$ cat config.mk
export PLATFORM = sky130hd
export DESIGN_NAME = mem_port_arbiter
export DESIGN_NICKNAME = d
export VERILOG_FILES = /design/src/rtl/mem_arb_pkg.sv /design/src/rtl/mem_arb_rr_pick.sv /design/src/rtl/mem_port_arbiter.sv
export SDC_FILE = /design/constraint.sdc
export NUM_CORES = 1
export LEC_CHECK = 0
export BUFFER_PORTS_ARGS = -buffer_cell sky130_fd_sc_hd__clkbuf_2
export CAP_MARGIN = 20
export CELL_PAD_IN_SITES_DETAIL_PLACEMENT = 0
export CELL_PAD_IN_SITES_GLOBAL_PLACEMENT = 1
export CORE_MARGIN = 8
export CORE_UTILIZATION = 35
export CTS_CLUSTER_DIAMETER = 100
export CTS_CLUSTER_SIZE = 30
export DETAILED_ROUTE_END_ITERATION = 8
export GPL_TIMING_DRIVEN = 1
export HOLD_SLACK_MARGIN = 0.05
export PLACE_DENSITY_LB_ADDON = 0.3
export SKIP_CTS_REPAIR_TIMING = 1
export SYNTH_ARGS = -nofsm -noshare
export SYNTH_HDL_FRONTEND = slang
export SYNTH_SLANG_ARGS = --single-unit
$ cat constraint.sdc
create_clock -name clk -period 3.83 [get_ports clk]
set_input_delay 0.1915 -clock clk [delete_from_list [all_inputs] [get_ports clk]]
set_output_delay 0.1915 -clock clk [all_outputs]
set_load 0.03 [all_outputs]
$ cat src/rtl/mem_arb_pkg.sv
// Shared types and constants for the MemoryUnit port arbiter.
package mem_arb_pkg;

    typedef enum logic [1:0] {
        StIdle,
        StIssue,
        StResp
    } arb_state_e;

    typedef enum logic [1:0] {
        OwnNone,
        OwnCpu,
        OwnLdr
    } owner_e;

    localparam logic MemSelRom = 1'b0;
    localparam logic MemSelRam = 1'b1;

endpackage

$ cat src/rtl/mem_arb_rr_pick.sv
// Two-way round-robin select: on a tie the requester that did not own the port last wins.
module mem_arb_rr_pick
    import mem_arb_pkg::*;
(
    input  logic       req_cpu,
    input  logic       req_ldr,
    input  logic [1:0] last_owner,
    output logic [1:0] grant
);

    always_comb begin
        grant = OwnNone;
        if (req_cpu && req_ldr) begin
            grant = (last_owner == OwnCpu) ? OwnLdr : OwnCpu;
        end else if (req_cpu) begin
            grant = OwnCpu;
        end else if (req_ldr) begin
            grant = OwnLdr;
        end
    end

endmodule

$ cat src/rtl/mem_port_arbiter.sv
// Shares the single-port MemoryUnit between the MIPS core and the loader/debug port.
// Each access is an ISSUE cycle followed by a RESP cycle; the loader may lock bursts.
module mem_port_arbiter
    import mem_arb_pkg::*;
#(
    parameter int unsigned DATA_WIDTH = 32,
    parameter int unsigned ADDR_WIDTH = 32,
    parameter int unsigned LOCK_MAX   = 16
) (
    input  logic                  clk,
    input  logic                  reset,
    input  logic                  cpu_req,
    input  logic                  cpu_we,
    input  logic                  cpu_sel,
    input  logic [ADDR_WIDTH-1:0] cpu_addr,
    input  logic [DATA_WIDTH-1:0] cpu_wdata,
    output logic                  cpu_ack,
    output logic                  cpu_err,
    output logic                  cpu_stall,
    input  logic                  ldr_req,
    input  logic                  ldr_lock,
    input  logic                  ldr_we,
    input  logic                  ldr_sel,
    input  logic [ADDR_WIDTH-1:0] ldr_addr,
    input  logic [DATA_WIDTH-1:0] ldr_wdata,
    output logic                  ldr_ack,
    output logic [ADDR_WIDTH-1:0] mem_addr,
    output logic [DATA_WIDTH-1:0] mem_wdata,
    output logic                  mem_we,
    output logic                  mem_sel,
    input  logic [DATA_WIDTH-1:0] mem_q,
    output logic [DATA_WIDTH-1:0] rdata
);

    localparam int unsigned CntW = (LOCK_MAX > 1) ? $clog2(LOCK_MAX) : 1;
    localparam logic [CntW-1:0] CntMax = CntW'(LOCK_MAX - 1);

    arb_state_e            state_q, state_d;
    owner_e                owner_q, owner_d;
    owner_e                last_owner_q, last_owner_d;
    logic [CntW-1:0]       burst_cnt_q, burst_cnt_d;
    logic [ADDR_WIDTH-1:0] addr_q, addr_d;
    logic [DATA_WIDTH-1:0] wdata_q, wdata_d;
    logic                  we_q, we_d;
    logic                  sel_q, sel_d;
    logic                  err_q, err_d;
    logic [DATA_WIDTH-1:0] rdata_q, rdata_d;

    logic [1:0] rr_last;
    logic [1:0] rr_grant;
    owner_e     pick;
    owner_e     grant;
    logic       grant_en;
    logic       lock_regrant;
    logic       cpu_rom_write;

    // In RESP the current owner becomes last_owner this cycle, so arbitrate against it.
    assign rr_last = (state_q == StResp) ? owner_q : last_owner_q;

    mem_arb_rr_pick u_rr_pick (
        .req_cpu    (cpu_req),
        .req_ldr    (ldr_req),
        .last_owner (rr_last),
        .grant      (rr_grant)
    );

    assign pick = owner_e'(rr_grant);

    // The burst cap only matters while the CPU is waiting.
    assign lock_regrant = (state_q == StResp) && (owner_q == OwnLdr) && ldr_lock && ldr_req &&
                          ((burst_cnt_q < CntMax) || !cpu_req);

    assign cpu_rom_write = cpu_we && (cpu_sel == MemSelRom);

    always_comb begin
        state_d      = state_q;
        owner_d      = owner_q;
        last_owner_d = last_owner_q;
        burst_cnt_d  = burst_cnt_q;
        addr_d       = addr_q;
        wdata_d      = wdata_q;
        we_d         = we_q;
        sel_d        = sel_q;
        err_d        = err_q;
        rdata_d      = rdata_q;
        grant        = OwnNone;
        grant_en     = 1'b0;

        unique case (state_q)
            StIdle: begin
                if (pick != OwnNone) begin
                    grant       = pick;
                    grant_en    = 1'b1;
                    state_d     = StIssue;
                    burst_cnt_d = '0;
                end
            end
            StIssue: begin
                state_d = StResp;
                rdata_d = mem_q;
            end
            StResp: begin
                last_owner_d = owner_q;
                if (lock_regrant) begin
                    grant    = OwnLdr;
                    grant_en = 1'b1;
                    state_d  = StIssue;
                    if (burst_cnt_q < CntMax) begin
                        burst_cnt_d = burst_cnt_q + 1'b1;
                    end
                end else if (pick != OwnNone) begin
                    grant       = pick;
                    grant_en    = 1'b1;
                    state_d     = StIssue;
                    burst_cnt_d = '0;
                end else begin
                    state_d     = StIdle;
                    owner_d     = OwnNone;
                    burst_cnt_d = '0;
                end
            end
            default: begin
                state_d = StIdle;
                owner_d = OwnNone;
            end
        endcase

        if (grant_en) begin
            owner_d = grant;
            if (grant == OwnCpu) begin
                addr_d  = cpu_addr;
                wdata_d = cpu_wdata;
                sel_d   = cpu_sel;
                we_d    = cpu_we && !cpu_rom_write;
                err_d   = cpu_rom_write;
            end else begin
                addr_d  = ldr_addr;
                wdata_d = ldr_wdata;
                sel_d   = ldr_sel;
                we_d    = ldr_we;
                err_d   = 1'b0;
            end
        end
    end

    always_ff @(posedge clk) begin
        if (reset) begin
            state_q      <= StIdle;
            owner_q      <= OwnNone;
            last_owner_q <= OwnLdr;
            burst_cnt_q  <= '0;
            addr_q       <= '0;
            wdata_q      <= '0;
            we_q         <= 1'b0;
            sel_q        <= 1'b0;
            err_q        <= 1'b0;
            rdata_q      <= '0;
        end else begin
            state_q      <= state_d;
            owner_q      <= owner_d;
            last_owner_q <= last_owner_d;
            burst_cnt_q  <= burst_cnt_d;
            addr_q       <= addr_d;
            wdata_q      <= wdata_d;
            we_q         <= we_d;
            sel_q        <= sel_d;
            err_q        <= err_d;
            rdata_q      <= rdata_d;
        end
    end

    // The memory pins carry the captured request only during ISSUE and are zero otherwise.
    assign mem_addr  = (state_q == StIssue) ? addr_q : '0;
    assign mem_wdata = (state_q == StIssue) ? wdata_q : '0;
    assign mem_sel   = (state_q == StIssue) && sel_q;
    assign mem_we    = (state_q == StIssue) && we_q;

    assign cpu_ack   = (state_q == StResp) && (owner_q == OwnCpu);
    assign ldr_ack   = (state_q == StResp) && (owner_q == OwnLdr);
    assign cpu_err   = cpu_ack && err_q;
    assign cpu_stall = cpu_req && !cpu_ack;
    assign rdata     = rdata_q;

endmodule

==> flow_summary.yaml <==
global_route:
  grt_pass1_wl_um: 27100
  grt_antenna_before_repair: 0
  grt_use_total_pct: 18.5
  grt_pass1_vias: 5182
  gr-total-overflow: 0
  grt_max_degree: 67
clock_network:
  clk_pin_slew_ns: 0.07
  htree_levels: 3
  cts_made_buffers: 9
  cts_tree: "done"
  clock_sinks: 109
  clock-root-buffer: "clkbuf_16"
  clockBufferDepth: 2
  clock_latency_ns: 0.35
drt:
  wire_per_inst_um: 18.7
  firstDrtPassIters: 4
  drc: 0
  dr_total_vias: 4990
  vias_per_cell: 5.30
  routed_wl_um: 17600
  antenna_left: 0
  drt-initial-drc-count: 237
sta:
  fin_skew_ns: 0.00859
  max_slew_margin_pct: 48.2
  slew_viol_final: 0
  period_minus_slack_ns: 2.59
  hold_ws_ns: 0.0629
  fmax_ghz: 0.386
  post-route-period-util_pct: 67.6
  hold_viol: 0
  setup_tns_ns: 0
  rsz0062_at_grt: "no"
  tightest_slew_ns: 0.777
  finalSetupViolations: 0
synth:
  synth_edf_count: 0
  syn_avg_cell_area_um2: 9.62
  ys_seq_area_share_pct: 43.9
  netlist_area_um2: 4980
  async_reset_ff_share_pct: 0
  synth_cells: 517
  synth_warnings: 0
  ys.flop_type: "dfxtp_1"
  ys_seq_elements: 109
  ys_types: 47
  synth_fp_nets: 687
pwr:
  p_leak_nw: 3.14
  power_frac_seq_pct: 47.6
  p_int_w: 0.00194
  power.switching_w: 0.000770
  power_w: 0.00271
  clkPwrFrac_pct: 32.5
  power_density_nw_per_um2: 407
  ir_worst_vdd_uv: 206
  switching_share_pct: 28.5
  p_comb_share_pct: 19.8
worst_setup_path:
  crit_arrival_ns: 2.40
  start_kind: "flop"
  cp-end-kind: "output pin"
  worst-r2r-cell-count: 6
  path_max_fanout: 44
  cp.required_ns: 3.64
  ff2ff_setup_slack_ns: 1.47
  worstSetupPathType: "flop to output pin"
flow_run:
  max_cap_viol_count: 0
finish:
  num-fill-cells: 1353
  areaGrowthSynthToFinish_pct: 33.6
  drive_gt1_share_pct: 39.7
  diodes: 0
  post_layout_nonfiller_instances: 941
  fin_nets: 926
die:
  start_util_pct: 35.8
  die_area_um2: 18300
  die_h_um: 135
  coreArea_um2: 13900
  boundaryPins: 271
  die_w_um: 135
  rows: 43
placement:
  hpwlAfterDp_um: 12600
  portBuffers: 270
  gp_congestion: 0.822
  placed_cells: 922
hold_path:
  whs_path_depth: 2
  hp-class: "input pin to flop"
outcome:
  status: "finished clean"
[area by class of cell]
class,instances,area (um2),share of cell area [%]
Clock buffer,15,268,4.03
Clock inverter,1,5.00,0.0753
Inverter,2,7.51,0.113
Multi-Input combinational cell,355,2520,37.9
Sequential cell,109,2180,32.8
Tap cell,180,225,3.39
Timing Repair Buffer,279,1440,21.7
[routing by layer]
metal  part of all wire [%]  vias to the layer above  GRT usage (%)
li1                       -                     2418              -
met1                     42                     2354           21.2
met2                     47                      200           30.5
met3                    9.6                       18           7.16
met4                    1.8                        0           7.40
met5                      0                        -              0
[path summary, 6_finish.rpt]
check,to,start
min,addr_q[29],ldr_addr[29]
max reg2reg,wdata_q[21],burst_cnt_q[0]
max,mem_wdata[31],state_q[0]
min reg2reg,rdata[9],rdata[9]
[sequential cells by signal (all words and copies together), names as in the netlist]
| register | count |
|---|---|
| err_q | 1 |
| burst_cnt_q | 4 |
| sel_q | 1 |
| we_q | 1 |
| addr_q | 32 |
| last_owner_q | 2 |
| rdata | 32 |
| state_q | 2 |
| wdata_q | 32 |
| owner_q | 2 |
[power by group through the flow]
stage	Sequential [W]	Combinational [W]	Clock [W]
3_5_place_dp	0.00131	0.000536	0
2_1_floorplan	0.00133	0.000312	0
4_1_cts	0.00129	0.000537	0.000908
5_1_grt	0.00130	0.000583	0.000962
6_report	0.00129	0.000537	0.000881
3_3_place_gp	0.00131	0.000525	0
[stage by stage]
stage / utilization [%] / instance area [um2] / setup slack (ns)
2_1_floorplan: - / 4980 / 1.92
3_3_place_gp: 45.6 / 6330 / 1.54
3_5_place_dp: 45.6 / 6330 / 1.49
4_1_cts: 47.6 / 6600 / 1.15
5_1_grt: 47.9 / 6650 / 0.975
6_report: 47.9 / 6650 / 1.24
[cell families (layout without fill, tap and decap cells)]
group | count (synthesis) | after routing | synth area share, %
DFF | 109 | 109 | 43.9
and+or+nand+nor | 170 | 170 | 18.8
buffers and inverters | 53 | 297 | 5.96
AOI/OAI and AO/OA | 182 | 182 | 30.8
muxes | 2 | 2 | 0.402
adders and majority gates | 1 | 1 | 0.251
[synthesized netlist by cell type (3+ instances only)]
cell / n / share of area (%)
nand2_1: 67 / 5.1
buf_6: 11 / 2.5
a221o_1: 65 / 13
dfxtp_1: 109 / 44
nor3_1: 6 / 0.60
a22o_1: 65 / 11
buf_1: 3 / 0.23
nand2b_1: 3 / 0.38
a21oi_1: 37 / 3.7
buf_2: 5 / 0.50
and2_1: 68 / 8.5
a211oi_1: 3 / 0.45
nor2_1: 6 / 0.45
clkbuf_1: 29 / 2.2
[critical path, cell delays in order, from the launching register on]
cell      delay (ns)
dfxtp_1         0.49
and2b_2         0.62
buf_4           0.49
and2_1          0.21
clkbuf_2        0.21
[layout by cell type (no fill, tap or decap), types with 2 or more instances in the layout]
cell	count
nor2b_1	2
a22o_1	65
and2_1	68
clkbuf_1	4
mux2i_1	2
dfxtp_1	109
clkbuf_2	270
inv_1	2
a221o_1	65
a211oi_1	2
nor3b_1	2
clkbuf_16	9
nor2_1	5
nand2b_1	3
buf_4	6
a21oi_1	37
nor3_4	2
nor4_1	2
nor3_1	6
clkbuf_8	2
nand2_1	67
No activity file was read; power rests on OpenSTA's default activity.
